==> src/rtl/inst_mem_loader_if.sv <==
// Word handshake and byte-wide memory write bus for inst_mem_loader.
// master = word source / memory side, slave = the loader itself.
interface inst_mem_loader_if;
  logic        Word_Valid;
  logic [31:0] Word_Data;
  logic        Word_Ready;
  logic        Mem_Write_En;
  logic [63:0] Mem_Write_Address;
  logic [7:0]  Mem_Write_Data;

  modport master (
    output Word_Valid, Word_Data,
    input  Word_Ready, Mem_Write_En, Mem_Write_Address, Mem_Write_Data
  );

  modport slave (
    input  Word_Valid, Word_Data,
    output Word_Ready, Mem_Write_En, Mem_Write_Address, Mem_Write_Data
  );
endinterface

==> src/rtl/inst_mem_loader.sv <==
// Serializes 32-bit instruction words into four little-endian byte writes at an
// auto-incrementing address. Optional running XOR checksum: INST_MEM_LOADER_CHECKSUM_EN.
module inst_mem_loader #(
  parameter logic [63:0] BASE_ADDR = 64'd0,
  parameter int          MEM_BYTES = 16
) (
  input  logic               clk,
  input  logic               reset,
  input  logic               Start,
  inst_mem_loader_if.slave   bus,
  output logic [63:0]        Load_Address,
  output logic               Full
`ifdef INST_MEM_LOADER_CHECKSUM_EN
  ,
  output logic [7:0]         Checksum
`endif
);

  localparam logic [63:0] END_ADDR = BASE_ADDR + 64'(MEM_BYTES);

  typedef enum logic [1:0] {IDLE, WRITE, FULL} state_t;

  state_t      state_q;
  logic [1:0]  byteIdx_q;
  logic [31:0] word_q;
  logic [63:0] loadAddr_q;
  logic        memEn_q;
  logic [63:0] memAddr_q;
  logic [7:0]  memData_q;
  logic        full_q;

  logic [1:0]  byteIdx_d;
  logic [63:0] loadAddr_d;

  assign byteIdx_d  = byteIdx_q + 2'd1;
  assign loadAddr_d = loadAddr_q + 64'd4;

  // Memory-side outputs are registered one step ahead so they line up with state.
  always_ff @(posedge clk or posedge reset) begin
    if (reset) begin
      state_q    <= IDLE;
      byteIdx_q  <= 2'd0;
      word_q     <= 32'd0;
      loadAddr_q <= BASE_ADDR;
      memEn_q    <= 1'b0;
      memAddr_q  <= BASE_ADDR;
      memData_q  <= 8'd0;
      full_q     <= 1'b0;
    end else if (Start) begin
      state_q    <= IDLE;
      byteIdx_q  <= 2'd0;
      loadAddr_q <= BASE_ADDR;
      memEn_q    <= 1'b0;
      memAddr_q  <= BASE_ADDR;
      memData_q  <= 8'd0;
      full_q     <= 1'b0;
    end else begin
      case (state_q)
        IDLE: begin
          if (bus.Word_Valid) begin
            state_q   <= WRITE;
            byteIdx_q <= 2'd0;
            word_q    <= bus.Word_Data;
            memEn_q   <= 1'b1;
            memAddr_q <= loadAddr_q;
            memData_q <= bus.Word_Data[7:0];
          end
        end
        WRITE: begin
          if (byteIdx_q == 2'd3) begin
            byteIdx_q  <= 2'd0;
            loadAddr_q <= loadAddr_d;
            memEn_q    <= 1'b0;
            memAddr_q  <= loadAddr_d;
            memData_q  <= 8'd0;
            if (loadAddr_d == END_ADDR) begin
              state_q <= FULL;
              full_q  <= 1'b1;
            end else begin
              state_q <= IDLE;
            end
          end else begin
            byteIdx_q <= byteIdx_d;
            memAddr_q <= loadAddr_q + 64'(byteIdx_d);
            memData_q <= word_q[{byteIdx_d, 3'b000} +: 8];
          end
        end
        FULL: begin
        end
        default: state_q <= IDLE;
      endcase
    end
  end

  assign bus.Word_Ready        = (state_q == IDLE) && !Start;
  assign bus.Mem_Write_En      = memEn_q;
  assign bus.Mem_Write_Address = memAddr_q;
  assign bus.Mem_Write_Data    = memData_q;
  assign Load_Address          = loadAddr_q;
  assign Full                  = full_q;

`ifdef INST_MEM_LOADER_CHECKSUM_EN
  logic [7:0] checksum_q;

  // Each byte is folded in on the edge that ends its strobe cycle.
  always_ff @(posedge clk or posedge reset) begin
    if (reset) begin
      checksum_q <= 8'd0;
    end else if (Start) begin
      checksum_q <= 8'd0;
    end else if (memEn_q) begin
      checksum_q <= checksum_q ^ memData_q;
    end
  end

  assign Checksum = checksum_q;
`endif

endmodule

==> src/flat_wrapper.sv <==
// flat-port wrapper written by rule: the top's interface ports become plain ports
module inst_mem_loader_flat 
#(
  parameter logic [63:0] BASE_ADDR = 64'd0,
  parameter int          MEM_BYTES = 16
)
  (clk, reset, Start, Load_Address, Full, bus_Word_Valid, bus_Word_Data, bus_Word_Ready, bus_Mem_Write_En, bus_Mem_Write_Address, bus_Mem_Write_Data);
  inst_mem_loader_if bus_i ();
  input  logic clk;
  input  logic reset;
  input  logic Start;
  output logic [63:0] Load_Address;
  output logic Full;
  input wire logic [$bits(bus_i.Word_Valid)-1:0] bus_Word_Valid;
  input wire logic [$bits(bus_i.Word_Data)-1:0] bus_Word_Data;
  output wire logic [$bits(bus_i.Word_Ready)-1:0] bus_Word_Ready;
  output wire logic [$bits(bus_i.Mem_Write_En)-1:0] bus_Mem_Write_En;
  output wire logic [$bits(bus_i.Mem_Write_Address)-1:0] bus_Mem_Write_Address;
  output wire logic [$bits(bus_i.Mem_Write_Data)-1:0] bus_Mem_Write_Data;
  assign bus_i.Word_Valid = bus_Word_Valid;
  assign bus_i.Word_Data = bus_Word_Data;
  assign bus_Word_Ready = bus_i.Word_Ready;
  assign bus_Mem_Write_En = bus_i.Mem_Write_En;
  assign bus_Mem_Write_Address = bus_i.Mem_Write_Address;
  assign bus_Mem_Write_Data = bus_i.Mem_Write_Data;
  inst_mem_loader #(.BASE_ADDR(BASE_ADDR), .MEM_BYTES(MEM_BYTES)) u_core (.clk(clk), .reset(reset), .Start(Start), .bus(bus_i), .Load_Address(Load_Address), .Full(Full));
endmodule
==> config.mk <==
export PLATFORM = sky130hd
export DESIGN_NAME = inst_mem_loader_flat
export DESIGN_NICKNAME = d
export VERILOG_FILES = /design/src/rtl/inst_mem_loader_if.sv /design/src/rtl/inst_mem_loader.sv /design/src/flat_wrapper.sv
export SDC_FILE = /design/constraint.sdc
export NUM_CORES = 1
export LEC_CHECK = 0
export CAP_MARGIN = 30
export CORE_ASPECT_RATIO = 0.6
export CORE_MARGIN = 3
export CORE_UTILIZATION = 40
export CTS_CLUSTER_DIAMETER = 40
export DETAILED_ROUTE_END_ITERATION = 7
export PLACE_DENSITY = 0.7
export SKIP_CTS_REPAIR_TIMING = 1
export SYNTH_ARGS = -nofsm -noshare
export SYNTH_HDL_FRONTEND = slang
export SYNTH_SLANG_ARGS = --single-unit
==> constraint.sdc <==
create_clock -name clk -period 7.8 [get_ports clk]
set_input_delay 1.17 -clock clk [delete_from_list [all_inputs] [get_ports clk]]
set_output_delay 1.17 -clock clk [all_outputs]
set_load 0.01 [all_outputs]
==> impl_metrics.json <==
{
  "status": "completed",
  "mostFrequentLayoutCell": "dfrtp_1",
  "path_class": "input pin to output pin",
  "postSynth.asyncResetShare": 1.00,
  "fp.dieH_um": 125,
  "yosys_register_bits": 172,
  "slew_viol_final": 0,
  "layout_common_cells": "dfrtp_1 (172), clkdlybuf4s50_1 (171), nand2_1 (159)",
  "drt_drc_violations_left": 0,
  "clk_latency_ps": 440,
  "arrival_ps": 3010,
  "min_from": "u_core.bus.Mem_Write_Address[31]",
  "num_vias": 8406,
  "p_leak_nw": 4.63,
  "finalCriticalPeriod_ps": 4180,
  "viasPerCell": 5.70,
  "rsz0062_at_grt": "false",
  "report.final.hold_viol_count": 0,
  "placed_area_sq_mm": 0.0113,
  "yosys.area.top_type_share": 0.454,
  "slew-limit-headroom": 0.379,
  "antenna_cells": 0,
  "irDropWorstVdd_v": 0.000146,
  "tns_ps": 0,
  "place_hpwl_um": 22300,
  "cap_viol_max_count": 0,
  "critical_path.startpoint": "Start",
  "die_w_um": 205,
  "place.gp.congestion": 1.00,
  "timing.rr.start": "u_core.Load_Address[2]",
  "cts_root_buf": "clkbuf_16",
  "num_rows": 42,
  "critPathLaunchType": "input pin",
  "syn_area_per_cell_sq_um": 9.15,
  "yosys_warnings": 0,
  "fillers": 2090,
  "postLayoutCellArea_sq_mm": 0.0120,
  "ff_latch_area_sq_mm": 0.00430,
  "worst_slew_pin_slew_ps": 923,
  "antenna_found_initial": 0,
  "synthFlopType": "dfrtp_1",
  "skew_ps": 11.4,
  "grt_pass1_wl_um": 48200,
  "area_growth_syn_to_layout_pct": 26.2,
  "htreeDepth": 4,
  "grt_overflow_total": 0,
  "clockBufferDepth": 2,
  "layout-drive-gt1-share": 0.0882,
  "track_usage": 0.241,
  "ant_nets": 0,
  "wire_per_inst_um": 20.6,
  "place.port_buffers": 172,
  "yosys.area.top_type": "dfrtp_1",
  "hp-class": "flip-flop to flip-flop",
  "firstDrtPassIters": 8,
  "syn_inst": 1037,
  "power_density_mw_per_mm2": 170,
  "clk_pin_slew_ps": 70,
  "initial_core_util": 0.419,
  "fin_crit_sh": 0.535,
  "synth-seq-area-share": 0.454,
  "crit_fanout": 48,
  "drt_iter0_drc": 712,
  "synth_edf_count": 0,
  "synthTopCellsByArea": "dfrtp_1 (45%), nand2_1 (6.3%), xnor2_1 (4.3%), xor2_1 (4.2%), mux2_2 (3.9%)",
  "grt_pass1_vias": 8165,
  "multi_input_area_sq_mm": 0.00477,
  "cp_data_required_time_ps": 6630,
  "clock-sinks": 172,
  "ys_types": 68,
  "crit_path_end_kind": "output pin",
  "ioPinCount": 175,
  "syn-cell-area_sq_mm": 0.00949,
  "die_area_sq_mm": 0.0257,
  "finalSetupViolCount": 0,
  "tritoncts": "built",
  "nets": 1195,
  "grt_start_max_net_pins": 90,
  "fmax_mhz": 239,
  "coreArea_sq_mm": 0.0226,
  "whs_ps": 465,
  "cts_made_buffers": 17,
  "routed_wl_um": 30400
}
-- cells by family (layout without fill, tap and decap cells) --
family | Yosys count | count (layout) | synth area share
and+or+nand+nor | 480 | 480 | 0.255
DFF | 172 | 172 | 0.454
AOI/OAI and AO/OA | 142 | 142 | 0.0949
buffers and inverters | 102 | 231 | 0.0447
xor gates and xnor gates | 93 | 93 | 0.0858
muxes | 43 | 43 | 0.0603
adders and majority gates | 4 | 4 | 0.00528
other | 1 | 3 | 0.000395
-- final timing paths --
check                                                        end  slack, ps  depth (start not counted)
worst max-delay path                              bus_Word_Ready       3620                          4
worst min-delay path            u_core.bus.Mem_Write_Address[31]        470                          2
worst max register to register                       u_core.Full       4230                         10
worst min register to register  u_core.bus.Mem_Write_Address[31]        470                          2
max in group asynchronous       u_core.bus.Mem_Write_Address[59]       5340                          4
min in group asynchronous       u_core.bus.Mem_Write_Address[56]       1270                          2
-- registers in the layout (all words and copies together) (netlist names) --
| register | flops |
|---|---|
| u_core.bus.Mem_Write_Address | 64 |
| u_core.Load_Address | 62 |
| u_core.word_q | 32 |
| u_core.bus.Mem_Write_Data | 8 |
| u_core.byteIdx_q | 2 |
| u_core.state_q | 2 |
| u_core.Full | 1 |
| u_core.bus.Mem_Write_En | 1 |
-- metal layers --
layer | up-vias | share of wire | GRT usage
li1 | 3879 | - | -
met1 | 4134 | 0.50 | 0.385
met2 | 360 | 0.40 | 0.328
met3 | 33 | 0.088 | 0.0600
met4 | 0 | 0.012 | 0.0461
met5 | - | 0 | 0
-- power breakdown --
group	switching, W	internal (W)	leakage (nW)
clock	0.000409	0.000490	0.298
combinational	0.0000855	0.0000907	2.01
sequential	0.0000275	0.000936	2.32
total	0.000522	0.00152	4.63
-- worst max-delay path: stages --
cell and delay, ps:
buf_2 580, buf_4 560, nor3_1 150, clkdlybuf4s50_1 510
-- stage by stage --
step           total power, W   util  std cells  setup slack [ps]
2_1_floorplan         0.00109      -       1039              1970
3_3_place_gp          0.00115  0.500       1442              3640
3_5_place_dp          0.00116  0.501       1443              3610
4_1_cts               0.00206  0.528       1475              3620
5_1_grt               0.00212  0.529       1476              3470
6_report              0.00204  0.529       1476              3620
-- cell usage after synthesis, drive strengths merged (3+ instances only) --
| library cell | number |
|---|---|
| a22oi | 9 |
| dfrtp | 172 |
| o2111ai | 4 |
| nand4 | 40 |
| inv | 16 |
| and2 | 9 |
| nor4 | 18 |
| mux2 | 33 |
| a211oi | 4 |
| o21ai | 59 |
| o31ai | 23 |
| xor2 | 46 |
| clkbuf | 61 |
| and4 | 11 |
| and3 | 21 |
| nand2 | 159 |
| or4 | 14 |
| nor3 | 28 |
| ha | 4 |
| or2 | 7 |
| xnor2 | 47 |
| or3 | 21 |
| mux4 | 8 |
| a21oi | 19 |
| buf | 25 |
| nor4b | 3 |
| nand3 | 37 |
| nor2 | 95 |
| nand2b | 3 |
| o21a | 3 |
-- cell type report --
| class | count | share of cell area |
|---|---|---|
| multi-input cells | 765 | 0.399 |
| flip-flops and latches | 172 | 0.359 |
| repair buffers | 183 | 0.153 |
| clock buffers | 17 | 0.0355 |
| well taps | 308 | 0.0322 |
| clock inverters | 15 | 0.0164 |
| inverters | 16 | 0.00543 |
(Power assumes the default switching activity.)
